$ cat src/rtl/bus_arbiter_if.sv
// Signal bundle between the two bus masters, the arbiter and the downstream bus master port.
// The arbiter uses the slave modport; a master-side driver (e.g. a bench) uses the master modport.
interface bus_arbiter_if #(
    parameter int unsigned WORDSIZE = 16,
    parameter int unsigned ADDRSIZE = 16
);
    logic [WORDSIZE-1:0] m0_data_i;
    logic [WORDSIZE-1:0] m1_data_i;
    logic [ADDRSIZE-1:0] m0_addr_i;
    logic [ADDRSIZE-1:0] m1_addr_i;
    logic                m0_we_i;
    logic                m1_we_i;
    logic                m0_hello_i;
    logic                m1_hello_i;
    logic [WORDSIZE-1:0] m0_data_o;
    logic [WORDSIZE-1:0] m1_data_o;
    logic                m0_ack_o;
    logic                m1_ack_o;
    logic                m0_err_o;
    logic                m1_err_o;
    logic [WORDSIZE-1:0] b_data_o;
    logic [ADDRSIZE-1:0] b_addr_o;
    logic                b_we_o;
    logic                b_hello_o;
    logic [WORDSIZE-1:0] b_data_i;
    logic                b_ack_i;

    modport slave (
        input  m0_data_i, m1_data_i, m0_addr_i, m1_addr_i, m0_we_i, m1_we_i,
        input  m0_hello_i, m1_hello_i, b_data_i, b_ack_i,
        output m0_data_o, m1_data_o, m0_ack_o, m1_ack_o, m0_err_o, m1_err_o,
        output b_data_o, b_addr_o, b_we_o, b_hello_o
    );

    modport master (
        output m0_data_i, m1_data_i, m0_addr_i, m1_addr_i, m0_we_i, m1_we_i,
        output m0_hello_i, m1_hello_i, b_data_i, b_ack_i,
        input  m0_data_o, m1_data_o, m0_ack_o, m1_ack_o, m0_err_o, m1_err_o,
        input  b_data_o, b_addr_o, b_we_o, b_hello_o
    );
endinterface

$ cat src/rtl/bus_arbiter.sv
// Two-master round-robin arbiter in front of the bus decoder, one grant per transaction,
// with a watchdog that error-acks transactions the slave never acknowledges.
module bus_arbiter #(
    parameter int unsigned TIMEOUT = 16,
    parameter int unsigned CNT_W   = 5
) (
    input logic         clk,
    input logic         rst,
    bus_arbiter_if.slave bif
);
    typedef enum logic {StIdle, StBusy} st_t;

    st_t              st_q, st_d;
    logic             gnt_q, gnt_d;
    logic             prio_q, prio_d;
    logic [CNT_W-1:0] cnt_q, cnt_d;

    logic cur_hello;
    logic done_ack;
    logic done_err;
    logic timeout;

    assign cur_hello = gnt_q ? bif.m1_hello_i : bif.m0_hello_i;
    assign timeout   = (cnt_q == CNT_W'(TIMEOUT - 1));

    always_ff @(posedge clk) begin
        if (rst) begin
            st_q   <= StIdle;
            gnt_q  <= 1'b0;
            prio_q <= 1'b0;
            cnt_q  <= '0;
        end else begin
            st_q   <= st_d;
            gnt_q  <= gnt_d;
            prio_q <= prio_d;
            cnt_q  <= cnt_d;
        end
    end

    always_comb begin
        st_d          = st_q;
        gnt_d         = gnt_q;
        prio_d        = prio_q;
        cnt_d         = cnt_q;
        done_ack      = 1'b0;
        done_err      = 1'b0;
        bif.b_hello_o = 1'b0;
        bif.b_we_o    = 1'b0;
        bif.b_addr_o  = '0;
        bif.b_data_o  = '0;

        unique case (st_q)
            StIdle: begin
                if (bif.m0_hello_i || bif.m1_hello_i) begin
                    // prio breaks the tie only when both request
                    gnt_d = (bif.m0_hello_i && bif.m1_hello_i) ? prio_q : bif.m1_hello_i;
                    cnt_d = '0;
                    st_d  = StBusy;
                end
            end
            StBusy: begin
                bif.b_hello_o = cur_hello;
                bif.b_we_o    = gnt_q ? bif.m1_we_i   : bif.m0_we_i;
                bif.b_addr_o  = gnt_q ? bif.m1_addr_i : bif.m0_addr_i;
                bif.b_data_o  = gnt_q ? bif.m1_data_i : bif.m0_data_i;
                if (bif.b_ack_i) begin
                    done_ack = 1'b1;
                    prio_d   = ~gnt_q;
                    st_d     = StIdle;
                end else if (!cur_hello) begin
                    prio_d = ~gnt_q;
                    st_d   = StIdle;
                end else if (timeout) begin
                    // Withdraw the request so the slave does not complete it after we give up
                    done_ack      = 1'b1;
                    done_err      = 1'b1;
                    bif.b_hello_o = 1'b0;
                    prio_d        = ~gnt_q;
                    st_d          = StIdle;
                end else begin
                    cnt_d = cnt_q + CNT_W'(1);
                end
            end
            default: st_d = StIdle;
        endcase
    end

    assign bif.m0_ack_o  = done_ack & ~gnt_q;
    assign bif.m1_ack_o  = done_ack &  gnt_q;
    assign bif.m0_err_o  = done_err & ~gnt_q;
    assign bif.m1_err_o  = done_err &  gnt_q;
    assign bif.m0_data_o = bif.b_data_i;
    assign bif.m1_data_o = bif.b_data_i;
endmodule

$ cat src/flat_wrapper.sv
// flat-port wrapper written by rule: the top's interface ports become plain ports
module bus_arbiter_flat 
#(
    parameter int unsigned TIMEOUT = 16,
    parameter int unsigned CNT_W   = 5
)
  (clk, rst, bif_m0_data_i, bif_m1_data_i, bif_m0_addr_i, bif_m1_addr_i, bif_m0_we_i, bif_m1_we_i, bif_m0_hello_i, bif_m1_hello_i, bif_b_data_i, bif_b_ack_i, bif_m0_data_o, bif_m1_data_o, bif_m0_ack_o, bif_m1_ack_o, bif_m0_err_o, bif_m1_err_o, bif_b_data_o, bif_b_addr_o, bif_b_we_o, bif_b_hello_o);
  bus_arbiter_if #(.WORDSIZE(16), .ADDRSIZE(16)) bif_i ();
  input logic clk;
  input logic rst;
  input wire logic [$bits(bif_i.m0_data_i)-1:0] bif_m0_data_i;
  input wire logic [$bits(bif_i.m1_data_i)-1:0] bif_m1_data_i;
  input wire logic [$bits(bif_i.m0_addr_i)-1:0] bif_m0_addr_i;
  input wire logic [$bits(bif_i.m1_addr_i)-1:0] bif_m1_addr_i;
  input wire logic [$bits(bif_i.m0_we_i)-1:0] bif_m0_we_i;
  input wire logic [$bits(bif_i.m1_we_i)-1:0] bif_m1_we_i;
  input wire logic [$bits(bif_i.m0_hello_i)-1:0] bif_m0_hello_i;
  input wire logic [$bits(bif_i.m1_hello_i)-1:0] bif_m1_hello_i;
  input wire logic [$bits(bif_i.b_data_i)-1:0] bif_b_data_i;
  input wire logic [$bits(bif_i.b_ack_i)-1:0] bif_b_ack_i;
  output wire logic [$bits(bif_i.m0_data_o)-1:0] bif_m0_data_o;
  output wire logic [$bits(bif_i.m1_data_o)-1:0] bif_m1_data_o;
  output wire logic [$bits(bif_i.m0_ack_o)-1:0] bif_m0_ack_o;
  output wire logic [$bits(bif_i.m1_ack_o)-1:0] bif_m1_ack_o;
  output wire logic [$bits(bif_i.m0_err_o)-1:0] bif_m0_err_o;
  output wire logic [$bits(bif_i.m1_err_o)-1:0] bif_m1_err_o;
  output wire logic [$bits(bif_i.b_data_o)-1:0] bif_b_data_o;
  output wire logic [$bits(bif_i.b_addr_o)-1:0] bif_b_addr_o;
  output wire logic [$bits(bif_i.b_we_o)-1:0] bif_b_we_o;
  output wire logic [$bits(bif_i.b_hello_o)-1:0] bif_b_hello_o;
  assign bif_i.m0_data_i = bif_m0_data_i;
  assign bif_i.m1_data_i = bif_m1_data_i;
  assign bif_i.m0_addr_i = bif_m0_addr_i;
  assign bif_i.m1_addr_i = bif_m1_addr_i;
  assign bif_i.m0_we_i = bif_m0_we_i;
  assign bif_i.m1_we_i = bif_m1_we_i;
  assign bif_i.m0_hello_i = bif_m0_hello_i;
  assign bif_i.m1_hello_i = bif_m1_hello_i;
  assign bif_i.b_data_i = bif_b_data_i;
  assign bif_i.b_ack_i = bif_b_ack_i;
  assign bif_m0_data_o = bif_i.m0_data_o;
  assign bif_m1_data_o = bif_i.m1_data_o;
  assign bif_m0_ack_o = bif_i.m0_ack_o;
  assign bif_m1_ack_o = bif_i.m1_ack_o;
  assign bif_m0_err_o = bif_i.m0_err_o;
  assign bif_m1_err_o = bif_i.m1_err_o;
  assign bif_b_data_o = bif_i.b_data_o;
  assign bif_b_addr_o = bif_i.b_addr_o;
  assign bif_b_we_o = bif_i.b_we_o;
  assign bif_b_hello_o = bif_i.b_hello_o;
  bus_arbiter #(.TIMEOUT(TIMEOUT), .CNT_W(CNT_W)) u_core (.clk(clk), .rst(rst), .bif(bif_i));
endmodule
$ cat config.mk
export PLATFORM = sky130hd
export DESIGN_NAME = bus_arbiter_flat
export DESIGN_NICKNAME = d
export VERILOG_FILES = /design/src/rtl/bus_arbiter_if.sv /design/src/rtl/bus_arbiter.sv /design/src/flat_wrapper.sv
export SDC_FILE = /design/constraint.sdc
export NUM_CORES = 1
export LEC_CHECK = 0
export CORE_MARGIN = 2
export CORE_UTILIZATION = 26
export CTS_CLUSTER_SIZE = 8
export DETAILED_ROUTE_END_ITERATION = 10
export GPL_TIMING_DRIVEN = 0
export PLACE_DENSITY = 0.86
export SKIP_LAST_GASP = 1
export SYNTH_ARGS = -nofsm -noshare
export SYNTH_HDL_FRONTEND = slang
export SYNTH_SLANG_ARGS = --single-unit
$ cat constraint.sdc
create_clock -name clk -period 2.37 [get_ports clk]
set_input_delay 0.237 -clock clk [delete_from_list [all_inputs] [get_ports clk]]
set_output_delay 0.237 -clock clk [all_outputs]
set_load 0.01 [all_outputs]
* Word level (Yosys, flattened, before mapping)
Cells that the tools add are included.
** Storage, ports and cells
- Output and inout bits :: 70
- Input port bits :: 87
- Register bits after elaboration :: 8
** Cells by class
- Equal/unequal tests :: 6
- Reductions and logical operators :: 5
- Mux-type cells :: 29
- Bitwise gates (word level) :: 6
- $add $sub $neg :: 1
** Operators by type and width (count)
- 2-to-1 mux 16 bit :: 4
- 2-to-1 mux 5 bit :: 4
- 2-to-1 mux 1 bit :: 19
- case mux 5 bit (2 select lines) :: 1
- != test 2 bit, second input constant :: 3
- adder 5 x 1 -> 5 bit, second input constant :: 1
- equality test 5 x 4 -> 1 bit, second input constant :: 1
- bitwise AND 1 bit :: 4
- AND reduction 2 bit :: 2
- AND reduction 4 bit :: 1
- != test 3 bit, second input constant :: 1
- != test 2 x 1 -> 1 bit, second input constant :: 1
- NOT 1 bit :: 2
- case mux 1 bit (2 select lines) :: 1
- logical AND 1 bit :: 1
- logical OR 1 bit :: 1

* Depth between registers and ports, before layout
- Depth in word-level cells :: 6
- Mapped depth :: 7
- Mapped depth without buffers :: 7

* Worst setup path before layout
OpenSTA, ideal clock, no wires.
- Path type :: register -> register
- From :: register u_core.cnt_q[0]
- To :: register u_core.cnt_q[2]
- Path buffers :: 0
- Setup slack :: 0.490 ns
- Cell stages (with the launch flop) :: 7
- Setup time :: 0.070 ns
- Arrival :: 1.809 ns
- Required time :: 2.300 ns
- Path through :: dfxtp_1 > ha_1 > and3_1 > ha_1 > o32a_1 > or3_1 > a21oi_1
** Between the ends
- Word-level cells in the longest chain between the ends :: 5
** RTL lines
- start, declared :: line bus_arbiter.sv:16 : logic [CNT_W-1:0] cnt_q, cnt_d;
- start signal, assigned :: line bus_arbiter.sv:36 : cnt_q <= cnt_d;
- adder 5 x 1 -> 5 bit :: line bus_arbiter.sv:81 : cnt_d = cnt_q + CNT_W'(1);
- 2-to-1 mux 5 bit :: line bus_arbiter.sv:73 : end else if (timeout) begin
- 2-to-1 mux 5 bit :: line bus_arbiter.sv:70 : end else if (!cur_hello) begin
- 2-to-1 mux 5 bit :: line bus_arbiter.sv:66 : if (bif.b_ack_i) begin
- case mux 5 bit (2 select lines) :: line bus_arbiter.sv:52 : unique case (st_q)
Several ways; a longest one is shown, not always the timed one. The select of a mux whose other input is x is not followed.
A chain may end at the register's enable or synchronous reset.

* Worst setup path in the final report
- From :: register u_core.cnt_q[0]
- To :: output port bif_m1_err_o
** Between the ends
- Word-level cells in the longest chain between the ends :: 6
** RTL lines
- equality test 5 x 4 -> 1 bit :: line bus_arbiter.sv:24 : assign timeout = (cnt_q == CNT_W'(TIMEOUT - 1));
- 2-to-1 mux 1 bit :: line bus_arbiter.sv:73
- 2-to-1 mux 1 bit :: line bus_arbiter.sv:70
- 2-to-1 mux 1 bit :: line bus_arbiter.sv:66
- 2-to-1 mux 1 bit :: line bus_arbiter.sv:52
- bitwise AND 1 bit :: line bus_arbiter.sv:91 : assign bif.m1_err_o = done_err & gnt_q;
- end, declared :: line flat_wrapper.sv:26 : output wire logic [$bits(bif_i.m1_err_o)-1:0] bif_m1_err_o;
No other way between the ends.

==> impl_metrics.toml <==
[die]
die_area_um2 = 5250
coreArea_um2 = 4440
num_rows = 24
die_width_um = 72.5
initial_core_util_pct = 27.4
io_pins = 157
chipHeight_um = 72.5

[synthesis]
netlist_area_um2 = 1220
yosysSeqAreaShare_pct = 13.1
synthSimpleGateAreaFrac_pct = 20.9
yosysUniqueCellTypes = 30
yosys.cell_count.top_type = "nor2_1"
synth_edf_count = 0
yosys-top-cells-count = "nor2_1, mux2i_1, buf_4"
synth_top_family_by_area = "multiplexers"
synth_fp_nets = 259
synth.ff_latch_count = 8
synth-xor-area-share_pct = 0
async_reset_ff_share_pct = 0
syn_inst = 169
synth_compound_area_share_pct = 9.03
avgSynthCellArea_um2 = 7.21
synth_area_leader_cell = "mux2i_1"
ys.flop_type = "dfxtp_1"
synthTopCellsByArea = "mux2i_1, buf_4, dfxtp_1"
muxShareOfSynthArea_pct = 28.7
synth_fa_ha_area_share_pct = 3.08
netlist.area_leader.share_pct = 28.7
yosys_warnings = 0

[route]
drtIter0Drc = 53
drc = 0
vias = 1609
drt.antenna.violating_nets = 0
first_pass_iters = 4
wl_per_cell_um = 13.5
vias_per_cell = 4.46
routed_wl_um = 4870

[placed_design]
dp_hpwl_um = 4190
placed_area_um2 = 2670
dp.cells = 359
routabilityCongestion = 0.866
io_buffer_count = 138

[timing]
tightestPinTransition_ps = 513
max_freq_mhz = 447
finalCritPeriodShare_pct = 94.5
slew_viol_final = 0
clock_skew_ps = 1.81
timing.slew.headroom_pct = 65.5
rsz0062_at_grt = "no"
layout_min_cycle_time_ps = 2240
final.setup.tns_ps = 0
setup_violations = 0
finalHoldViolCount = 0

[setup_path]
r2r-start = "u_core.cnt_q[0]"
cp-startpoint = "u_core.cnt_q[0]"
crit_slowest_cell = "clkdlybuf4s50_1"
worstSetupStartpointType = "flip-flop"
crit_family = "buffers and inverters"
cp_cell_sequence = "ha_1 > and3_1 > ha_4 > nand3b_1 > nor2_1 > clkdlybuf4s50_1"
crit_path_max_fanout = 7
cp_slowest_stage_delay_ps = 550
crit_buf_inv = 1
critPathKind = "reg2out"
end_kind = "output port"
worstPathRequired_ps = 2130
arrival_ps = 2000

[worst_hold_path]
hold_class = "in2reg"
hp-start = "rst"

[power]
ir_drop_v = 0.000216
p_per_area_nw_per_um2 = 291
leakagePower_uw = 0.00111

[global_routing]
grt_usage_pct = 16.9
antenna_found_initial = 0
grt_pass1_vias = 1502
grt_pass1_wl_um = 7090
grt-ovfl-total = 0
grt_max_degree = 11

[final_layout]
area_growth_pct = 124
post-route-cell-area_um2 = 2730
antenna_cells = 0
final_cells = 361
drive_gt1_share_pct = 14.2
n_fill_cell = 407
num-nets-final = 401

[cts]
htree_num_levels = 1
clk_latency_ps = 230
cts_buffers = 3
cts_root_buf = "clkbuf_8"
postCtsSetupBuffers = 0
cts.sinks = 8
cts_tree = "yes"
clockBufferDepth = 2
clk_pin_slew_ps = 40

[run]
drv_cap = 0

[status]
status = "completed"
-- power by group --
group          switching (µW)  total, µW  internal (µW)
logic                     173        484            310
registers                5.27        146            141
clock network            52.2        162            110
-- layout make-up --
cell class                      count  area (µm²)  share of cell area [%]
Tap cell                           52        65.1                    2.39
Sequential cell                     8         160                    5.88
Timing Repair Buffer              138        1390                    50.8
Buffer                             42         293                    10.7
Inverter                            4        15.0                   0.551
Multi-Input combinational cell    114         766                    28.1
Clock buffer                        3        41.3                    1.52
-- cells in the final DEF, fill, tap and decap left out, drive strengths merged --
cell type | Yosys | routed
a211oi | 1 | 1
a21o | 2 | 2
a21oi | 5 | 5
a22oi | 2 | 2
a31oi | 1 | 1
and3 | 1 | 1
buf | 38 | 35
clkbuf | 5 | 10
clkdlybuf4s50 | 0 | 135
dfxtp | 8 | 8
dlygate4sd2 | 0 | 1
dlymetal6s2s | 0 | 2
ha | 3 | 3
inv | 4 | 4
mux2i | 35 | 35
nand2 | 5 | 5
nand2b | 1 | 1
nand3 | 2 | 2
nand3b | 1 | 1
nor2 | 42 | 42
nor2b | 1 | 1
nor3 | 2 | 2
nor3b | 1 | 1
nor4 | 2 | 2
o211ai | 1 | 1
o21ai | 3 | 3
o31a | 1 | 1
o32a | 1 | 1
or3 | 1 | 1
-- registers in the layout, indices dropped and copies added (netlist names) --
| name | cells |
|---|---|
| u_core.gnt_q | 1 |
| u_core.prio_q | 1 |
| u_core.st_q | 1 |
| u_core.cnt_q | 5 |
-- path summary, 6_finish.rpt --
| path | endpoint | slack, ps | cells past startpoint |
|---|---|---|---|
| setup / recovery | bif_m1_err_o | 130 | 6 |
| hold / removal | u_core.cnt_q[0] | 360 | 2 |
| setup reg to reg | u_core.cnt_q[2] | 410 | 6 |
| hold reg to reg | u_core.cnt_q[3] | 510 | 2 |
-- through the flow --
| step | hold WS [ps] | utilization [%] | total power, µW | worst slack, ps |
|---|---|---|---|---|
| after floorplan | 418 | - | 353 | 490 |
| after global placement | 494 | 60.0 | 625 | 235 |
| after detailed placement | 506 | 60.0 | 633 | 206 |
| after CTS | 360 | 60.9 | 798 | 13.4 |
| after global routing | 404 | 61.3 | 843 | 10.7 |
| final | 358 | 61.3 | 792 | 132 |
-- per-layer routing --
metal  vias up  wire [µm]  global-route usage, %
li1        816          -                      -
met1       704       1900                   19.8
met2        89       2530                   31.5
met3         0        442                   4.86
met4         0          0                   1.85
met5         -          0                      0
-- timing repair --
| item | CTS | global route |
|---|---|---|
| hold buffers | 0 | 0 |
| endpoints found under the setup margin | 3 | 24 |
| resized for setup | 2 | 9 |
-- logic make-up (layout without fill, tap and decap cells) --
group | after synthesis | in the layout
simple gates | 59 | 59
compound gates | 17 | 17
mux | 35 | 35
flops | 8 | 8
buf+inv | 47 | 187
fa+ha+maj | 3 | 3
-- worst reg2reg max path, delay by kind of cell, from the launching register on --
kind | cells | cell delay, ps
simple gates | 2 | 610
compound gates | 2 | 520
fa+ha+maj | 2 | 440
flops | 1 | 320
Power figures use the tool's default switching activity.
